===== src/rtl/mips_pkg.sv =====
// Shared encodings for the MIPS decode/execute stage: opcodes, funct codes,
// main-decoder ALU op classes, ALU function selects and the control-strobe bundle.
package mips_pkg;

  localparam logic [5:0] OP_RTYPE = 6'b000000;
  localparam logic [5:0] OP_LW    = 6'b100011;
  localparam logic [5:0] OP_SW    = 6'b101011;
  localparam logic [5:0] OP_BEQ   = 6'b000100;
  localparam logic [5:0] OP_BNE   = 6'b000101;
  localparam logic [5:0] OP_ADDI  = 6'b001000;
  localparam logic [5:0] OP_ORI   = 6'b001101;
  localparam logic [5:0] OP_J     = 6'b000010;
  localparam logic [5:0] OP_JAL   = 6'b000011;

  localparam logic [5:0] F_ADD = 6'b100000;
  localparam logic [5:0] F_SUB = 6'b100010;
  localparam logic [5:0] F_AND = 6'b100100;
  localparam logic [5:0] F_OR  = 6'b100101;
  localparam logic [5:0] F_SLT = 6'b101010;
  localparam logic [5:0] F_NOR = 6'b100111;
  localparam logic [5:0] F_JR  = 6'b001000;

  localparam logic [1:0] ALUOP_ADD   = 2'b00;
  localparam logic [1:0] ALUOP_SUB   = 2'b01;
  localparam logic [1:0] ALUOP_FUNCT = 2'b10;
  localparam logic [1:0] ALUOP_OR    = 2'b11;

  localparam logic [3:0] ALU_AND  = 4'b0000;
  localparam logic [3:0] ALU_OR   = 4'b0001;
  localparam logic [3:0] ALU_ADD  = 4'b0010;
  localparam logic [3:0] ALU_SUB  = 4'b0110;
  localparam logic [3:0] ALU_SLT  = 4'b0111;
  localparam logic [3:0] ALU_NOR  = 4'b1100;
  localparam logic [3:0] ALU_NONE = 4'b1111;

  typedef struct packed {
    logic regdst;
    logic alusrc;
    logic memtoreg;
    logic regwrite;
    logic memread;
    logic memwrite;
    logic branch_eq;
    logic branch_ne;
    logic jump;
    logic jump_reg;
    logic jal;
  } ctrl_t;

endpackage


===== src/rtl/mips_alu_core.sv =====
// Purely combinational WIDTH-bit ALU: AND/OR/NOR/ADD/SUB/signed SLT, any other
// select yields zero. Arithmetic wraps modulo 2^WIDTH with no overflow flag.
module mips_alu_core
  import mips_pkg::*;
#(
  parameter int WIDTH = 32
) (
  input  logic [3:0]       ctrl,
  input  logic [WIDTH-1:0] a,
  input  logic [WIDTH-1:0] b,
  output logic [WIDTH-1:0] result,
  output logic             zero
);

  always_comb begin
    result = '0;
    case (ctrl)
      ALU_AND: result = a & b;
      ALU_OR:  result = a | b;
      ALU_NOR: result = ~(a | b);
      ALU_ADD: result = a + b;
      ALU_SUB: result = a - b;
      ALU_SLT: result = {{(WIDTH-1){1'b0}}, ($signed(a) < $signed(b))};
      default: result = '0;
    endcase
  end

  assign zero = (result == '0);

endmodule


===== src/rtl/mips_decode_execute.sv =====
// Single-cycle MIPS decode/execute: main decoder, ALU-control decoder, immediate
// extension and ALU, with every output registered once as the ID/EX boundary.
module mips_decode_execute
  import mips_pkg::*;
#(
  parameter int WIDTH = 32
) (
  input  logic             clk,
  input  logic             rst_n,
  input  logic [31:0]      instr,
  input  logic [WIDTH-1:0] rs_data,
  input  logic [WIDTH-1:0] rt_data,
  output logic [WIDTH-1:0] alu_result,
  output logic             zero,
  output logic             branch_taken,
  output logic [WIDTH-1:0] imm_ext,
  output logic [1:0]       aluop,
  output logic [3:0]       alu_ctrl,
  output logic             regdst,
  output logic             alusrc,
  output logic             memtoreg,
  output logic             regwrite,
  output logic             memread,
  output logic             memwrite,
  output logic             branch_eq,
  output logic             branch_ne,
  output logic             jump,
  output logic             jump_reg,
  output logic             jal
);

  // No handshake: a new instruction is accepted every cycle and its results
  // appear on the outputs after the next rising clk edge, unconditionally.

  logic [5:0]       opcode;
  logic [5:0]       funct;
  ctrl_t            ctrl_c;
  ctrl_t            ctrl_r;
  logic [1:0]       aluop_c;
  logic [3:0]       alu_ctrl_c;
  logic [WIDTH-1:0] imm_c;
  logic [WIDTH-1:0] operand_b;
  logic [WIDTH-1:0] result_c;
  logic             zero_c;
  logic             taken_c;
  logic             unused_instr;

  assign opcode       = instr[31:26];
  assign funct        = instr[5:0];
  assign unused_instr = ^instr[25:16];

  always_comb begin
    ctrl_c  = '0;
    aluop_c = ALUOP_ADD;
    case (opcode)
      OP_RTYPE: begin
        ctrl_c.regdst = 1'b1;
        aluop_c       = ALUOP_FUNCT;
        // jr shares the R-type opcode but must not write the register file
        if (funct == F_JR) ctrl_c.jump_reg = 1'b1;
        else               ctrl_c.regwrite = 1'b1;
      end
      OP_LW: begin
        ctrl_c.alusrc   = 1'b1;
        ctrl_c.memtoreg = 1'b1;
        ctrl_c.regwrite = 1'b1;
        ctrl_c.memread  = 1'b1;
      end
      OP_SW: begin
        ctrl_c.alusrc   = 1'b1;
        ctrl_c.memwrite = 1'b1;
      end
      OP_BEQ: begin
        ctrl_c.branch_eq = 1'b1;
        aluop_c          = ALUOP_SUB;
      end
      OP_BNE: begin
        ctrl_c.branch_ne = 1'b1;
        aluop_c          = ALUOP_SUB;
      end
      OP_ADDI: begin
        ctrl_c.alusrc   = 1'b1;
        ctrl_c.regwrite = 1'b1;
      end
      OP_ORI: begin
        ctrl_c.alusrc   = 1'b1;
        ctrl_c.regwrite = 1'b1;
        aluop_c         = ALUOP_OR;
      end
      OP_J: ctrl_c.jump = 1'b1;
      OP_JAL: begin
        ctrl_c.jump     = 1'b1;
        ctrl_c.jal      = 1'b1;
        ctrl_c.regwrite = 1'b1;
      end
      default: ctrl_c = '0;
    endcase
  end

  always_comb begin
    alu_ctrl_c = ALU_ADD;
    case (aluop_c)
      ALUOP_ADD: alu_ctrl_c = ALU_ADD;
      ALUOP_SUB: alu_ctrl_c = ALU_SUB;
      ALUOP_OR:  alu_ctrl_c = ALU_OR;
      default: begin
        case (funct)
          F_ADD:   alu_ctrl_c = ALU_ADD;
          F_SUB:   alu_ctrl_c = ALU_SUB;
          F_AND:   alu_ctrl_c = ALU_AND;
          F_OR:    alu_ctrl_c = ALU_OR;
          F_SLT:   alu_ctrl_c = ALU_SLT;
          F_NOR:   alu_ctrl_c = ALU_NOR;
          default: alu_ctrl_c = ALU_NONE;
        endcase
      end
    endcase
  end

  assign imm_c     = {{(WIDTH-16){instr[15]}}, instr[15:0]};
  assign operand_b = ctrl_c.alusrc ? imm_c : rt_data;

  mips_alu_core #(.WIDTH(WIDTH)) u_alu (
    .ctrl   (alu_ctrl_c),
    .a      (rs_data),
    .b      (operand_b),
    .result (result_c),
    .zero   (zero_c)
  );

  assign taken_c = (ctrl_c.branch_eq & zero_c) | (ctrl_c.branch_ne & ~zero_c);

  always_ff @(posedge clk or negedge rst_n) begin
    if (!rst_n) begin
      alu_result   <= '0;
      zero         <= 1'b0;
      branch_taken <= 1'b0;
      imm_ext      <= '0;
      aluop        <= '0;
      alu_ctrl     <= '0;
      ctrl_r       <= '0;
    end else begin
      alu_result   <= result_c;
      zero         <= zero_c;
      branch_taken <= taken_c;
      imm_ext      <= imm_c;
      aluop        <= aluop_c;
      alu_ctrl     <= alu_ctrl_c;
      ctrl_r       <= ctrl_c;
    end
  end

  assign regdst    = ctrl_r.regdst;
  assign alusrc    = ctrl_r.alusrc;
  assign memtoreg  = ctrl_r.memtoreg;
  assign regwrite  = ctrl_r.regwrite;
  assign memread   = ctrl_r.memread;
  assign memwrite  = ctrl_r.memwrite;
  assign branch_eq = ctrl_r.branch_eq;
  assign branch_ne = ctrl_r.branch_ne;
  assign jump      = ctrl_r.jump;
  assign jump_reg  = ctrl_r.jump_reg;
  assign jal       = ctrl_r.jal;

endmodule


===== config.mk =====
export PLATFORM = sky130hd
export DESIGN_NAME = mips_decode_execute
export DESIGN_NICKNAME = d
export VERILOG_FILES = /design/src/rtl/mips_pkg.sv /design/src/rtl/mips_alu_core.sv /design/src/rtl/mips_decode_execute.sv
export SDC_FILE = /design/constraint.sdc
export NUM_CORES = 1
export LEC_CHECK = 0
export CAP_MARGIN = 20
export CORE_ASPECT_RATIO = 0.8
export CORE_MARGIN = 8
export CORE_UTILIZATION = 55
export DETAILED_ROUTE_END_ITERATION = 7
export HOLD_SLACK_MARGIN = 0.05
export PLACE_DENSITY_LB_ADDON = 0.3
export SLEW_MARGIN = 20
export SYNTH_ARGS = -nofsm -noshare
export SYNTH_HDL_FRONTEND = slang
export SYNTH_SLANG_ARGS = --single-unit

===== constraint.sdc =====
create_clock -name clk -period 2.04 [get_ports clk]
set_input_delay 0.612 -clock clk [delete_from_list [all_inputs] [get_ports clk]]
set_output_delay 0.612 -clock clk [all_outputs]
set_load 0.03 [all_outputs]

==> metrics, run 1 <==
status did not finish; Exit stage clock tree synthesis (4_1_cts); first error [ERROR DPL-0038] Utilization greater than 100%, impossible to legalize; top cell type's share of synthesized area 20.8%; Site Rows 39; num ports 181; Post-synth top flop dfrtp_1; Yosys reg bits 66; Die W 150 um; Seq/Total Area, Yosys 20.8%; CTS root buf clkbuf_16; initial core utilization around 56%; clock tree buffer depth 2; CTS H-Tree Depth 3; Yosys Warn Count 0; CTS sink count 66; Synth top cells by count inv_1, ha_1, nand2_1, a21oi_1, dfrtp_1; Die Span Y roughly 120 um; asr flop ratio synth 100%; Post-CTS Setup Repair Bufs 60; Synth Area per Inst around 7.7 um2; Placed Cells about 1,700; post-synth cell types 75; most common cell in the synthesized netlist inv_1; number of flops mapped to enable cells by yosys 0; instance count of the mapped netlist 1,032; synth top area cells dfrtp_1, ha_1, inv_1; PortBufs 170; post-CTS sizing 313; Synthesized Nets 1,230; Post-Syn Area 7920 um2; CTS Hold Bufs 0; area leader, netlist dfrtp_1; Num CTS Buffers 9; GP Congestion 1.11; post-DP HPWL 35,100 um
==> cells by family after synthesis <==
family          share of synthesized area, %
compound gates                          33.1
xor+xnor                               0.774
fa+ha+maj                               16.0
buf+inv                                 9.55
flops                                   20.8
mux                                    0.932
simple gates                            18.8
==> per-stage QoR <==
stage	cell area (um2)	worst slack, ns
detailed placement	13200	-4.15
global placement	13200	-3.68
floorplan	8590	-2.95
==> run 2, diff against run 1 <==
- CORE_ASPECT_RATIO: 0.8 -> default
- CORE_UTILIZATION: 55 -> 40
- HOLD_SLACK_MARGIN: 0.05 -> default
- PLACE_DENSITY_LB_ADDON: 0.3 -> 0.15
==> run 2 against run 1 <==
Net effect: the flow now finishes, with violations (negative setup slack); synthesized cell count unchanged; synthesized area unchanged.
==> metrics, run 2 <==
Remaining DRCs 0; remaining global-route overflow 0; top cell type's share of synthesized area 20.8%; Ant. Diodes 0; layout cells sized above 1 48.5%; Least-Margin Pin Slew 0.600 ns; drt pass-1 iters 7; Cell Pwr Density roughly 540 nW/um2; first-pass GRT wire length 59,800 um; Crit. End Element flip-flop; most common cell after layout, fill and taps aside buf_4; clock slew at reported path FFs 0.07 ns; Slew Limit Fails 0; number of flops mapped to enable cells by yosys 0; final setup violation count 34; total track usage 30.9%; Slew headroom about three fifths; CTS sink count 66; largest net degree at the start of global routing 67; most frequent cells in the layout buf_4, clkdlybuf4s50_1, inv_1; Site Rows between 50 and 60; PortBufs 170; Critical Path AT 5.34 ns; Fillers roughly 1,300; Post-DRT Antenna Nets 0; Synth top cells by count inv_1, ha_1, nand2_1, a21oi_1, dfrtp_1; Crit Path Category in2reg; initial core utilization 40.7%; startpoint types input port; RSZ-0062 raised after global routing true; post-synth cell types 75; Vias per Instance 5.77; WL/cell roughly 21 um; placed instance area about 13,000 um2; Leak Pwr ~7.3 nW; Die Footprint roughly 25,000 um2; Synth Area per Inst 7.68 um2; vias in the first global route 10,922; largest reg by FF count alu_result; Seq/Total Area, Yosys 20.8%; DR iter-0 viols 915; failing checks negative setup slack; status finished with violations; GRT busiest layer met2; area grow syn2layout 97.4%; Placed Cells between 1,500 and 2,000; Hold Violations, Final 0; worst-path fanout max 6; clock tree buffer depth 2; most common cell in the synthesized netlist inv_1; CTS tree done; Synthesized Nets 1,230; Hold WS approximately 0.27 ns; Num CTS Buffers 9; final std cells w/o fill 1,910; Max IR drop VDD between 400 and 500 uV; antenna violations before repair 0; asr flop ratio synth 100%; Max Clk Rate 0.196 GHz; Die W about 160 um; fin crit period 5.11 ns; final setup margin -3.07 ns; Worst Setup SP instr[26]; GR Util met2 approximately half; post-route cell area around 16,000 um2; Final period util 251%; synth top area cells dfrtp_1, ha_1, inv_1; CP required roughly 2.3 ns; CTS root buf clkbuf_16; Post-Syn Area 7920 um2; CTS H-Tree Depth 3; max FFs per register 32; biggest regs alu_result (32), imm_ext (16), alu_ctrl (4); Post-Route WL 40,000 um; GP Congestion 0.998; Yosys Warn Count 0; Post-layout nets roughly 1,800; instance count of the mapped netlist 1,032; area leader, netlist dfrtp_1; M1 GR Usage 39.2%; Post-synth top flop dfrtp_1; met3 GRT Util ~5%; DP Worst Slack -3.96 ns; HP Class in2async; Die Span Y 157 um; Core Box Area 19,500 um2; Yosys reg bits 66; number of max-cap violations 0; via count roughly 11,000; post-DP HPWL between 20,000 and 30,000 um; num ports 181
-- run 2: cell families after synthesis --
family / Yosys count / synth area share, %
AO/OA/AOI/OAI: 372 / 33.1
XOR/XNOR: 7 / 0.774
adder cells (fa/ha/maj): 100 / 16.0
buffers and inverters: 180 / 9.55
flip-flops: 66 / 20.8
multiplexers: 7 / 0.932
AND/OR/NAND/NOR: 300 / 18.8
-- run 2: path summary, 6_finish.rpt --
check                                            to  slack, ns
worst max-delay path         branch_taken$_DFF_PN0_      -3.07
worst min-delay path           imm_ext[2]$_DFF_PN0_       0.27
max in group asynchronous  alu_result[23]$_DFF_PN0_       1.46
min in group clk               imm_ext[0]$_DFF_PN0_       0.55
-- run 2: routing by layer --
layer	wire [um]	part of all wire, %	vias to the layer above
met2	18800	47	583
met1	16100	40	5298
li1	-	-	4996
met4	1680	4.2	0
met3	3310	8.3	137
met5	0	0	-
-- run 2: layout make-up --
class / instances / area, um2 / share of cell area (%)
clock inverter: 6 / 65.1 / 0.416
tap: 265 / 332 / 2.12
multi-input combinational: 786 / 7210 / 46.1
clock buffer: 10 / 239 / 1.53
inverter: 103 / 407 / 2.60
sequential: 66 / 1650 / 10.6
timing repair buffer: 674 / 5730 / 36.6
-- run 2: report_power, final --
| group | switching (mW) | total [mW] | internal [mW] |
|---|---|---|---|
| sequential | 0.0546 | 1.52 | 1.47 |
| clock | 0.681 | 1.66 | 0.983 |
| combinational | 2.72 | 5.33 | 2.61 |
| total | 3.45 | 8.51 | 5.06 |
-- run 2: timing repair --
item	in CTS	in global routing
setup buffers	55	44
hold buffers	0	0
pin swaps	66	66
setup endpoints to repair	54	40
resized for setup	256	113
-- run 2: critical path: stages --
cell      delay (ns)
buf_6           0.10
xor2_1          0.15
or3_4           0.39
o22ai_4         0.20
nand2b_4        0.11
inv_6           0.08
buf_12          0.09
buf_12          0.11
buf_6           0.11
nand2_2         0.06
nand2_2         0.07
inv_2           0.05
ha_4            0.29
nand4_1         0.23
buf_6           0.20
or2_4           0.26
o311ai_4        0.23
o2111a_2        0.34
nand2_2         0.10
a31oi_4         0.19
o21a_1          0.19
o22ai_2         0.11
nor4_2          0.38
and4b_2         0.35
mux2_4          0.32
-- run 2: metrics by stage --
step	TNS, ns	power (mW)	util, %
4_1_cts	-60.92	8.02	76.6
3_3_place_gp	-93.36	5.77	68.0
6_report	-64.50	8.51	80.3
5_1_grt	-67.48	8.87	80.3
2_1_floorplan	-60.26	3.67	-
3_5_place_dp	-95.10	5.81	68.0
No activity file was read; power rests on OpenSTA's default activity.
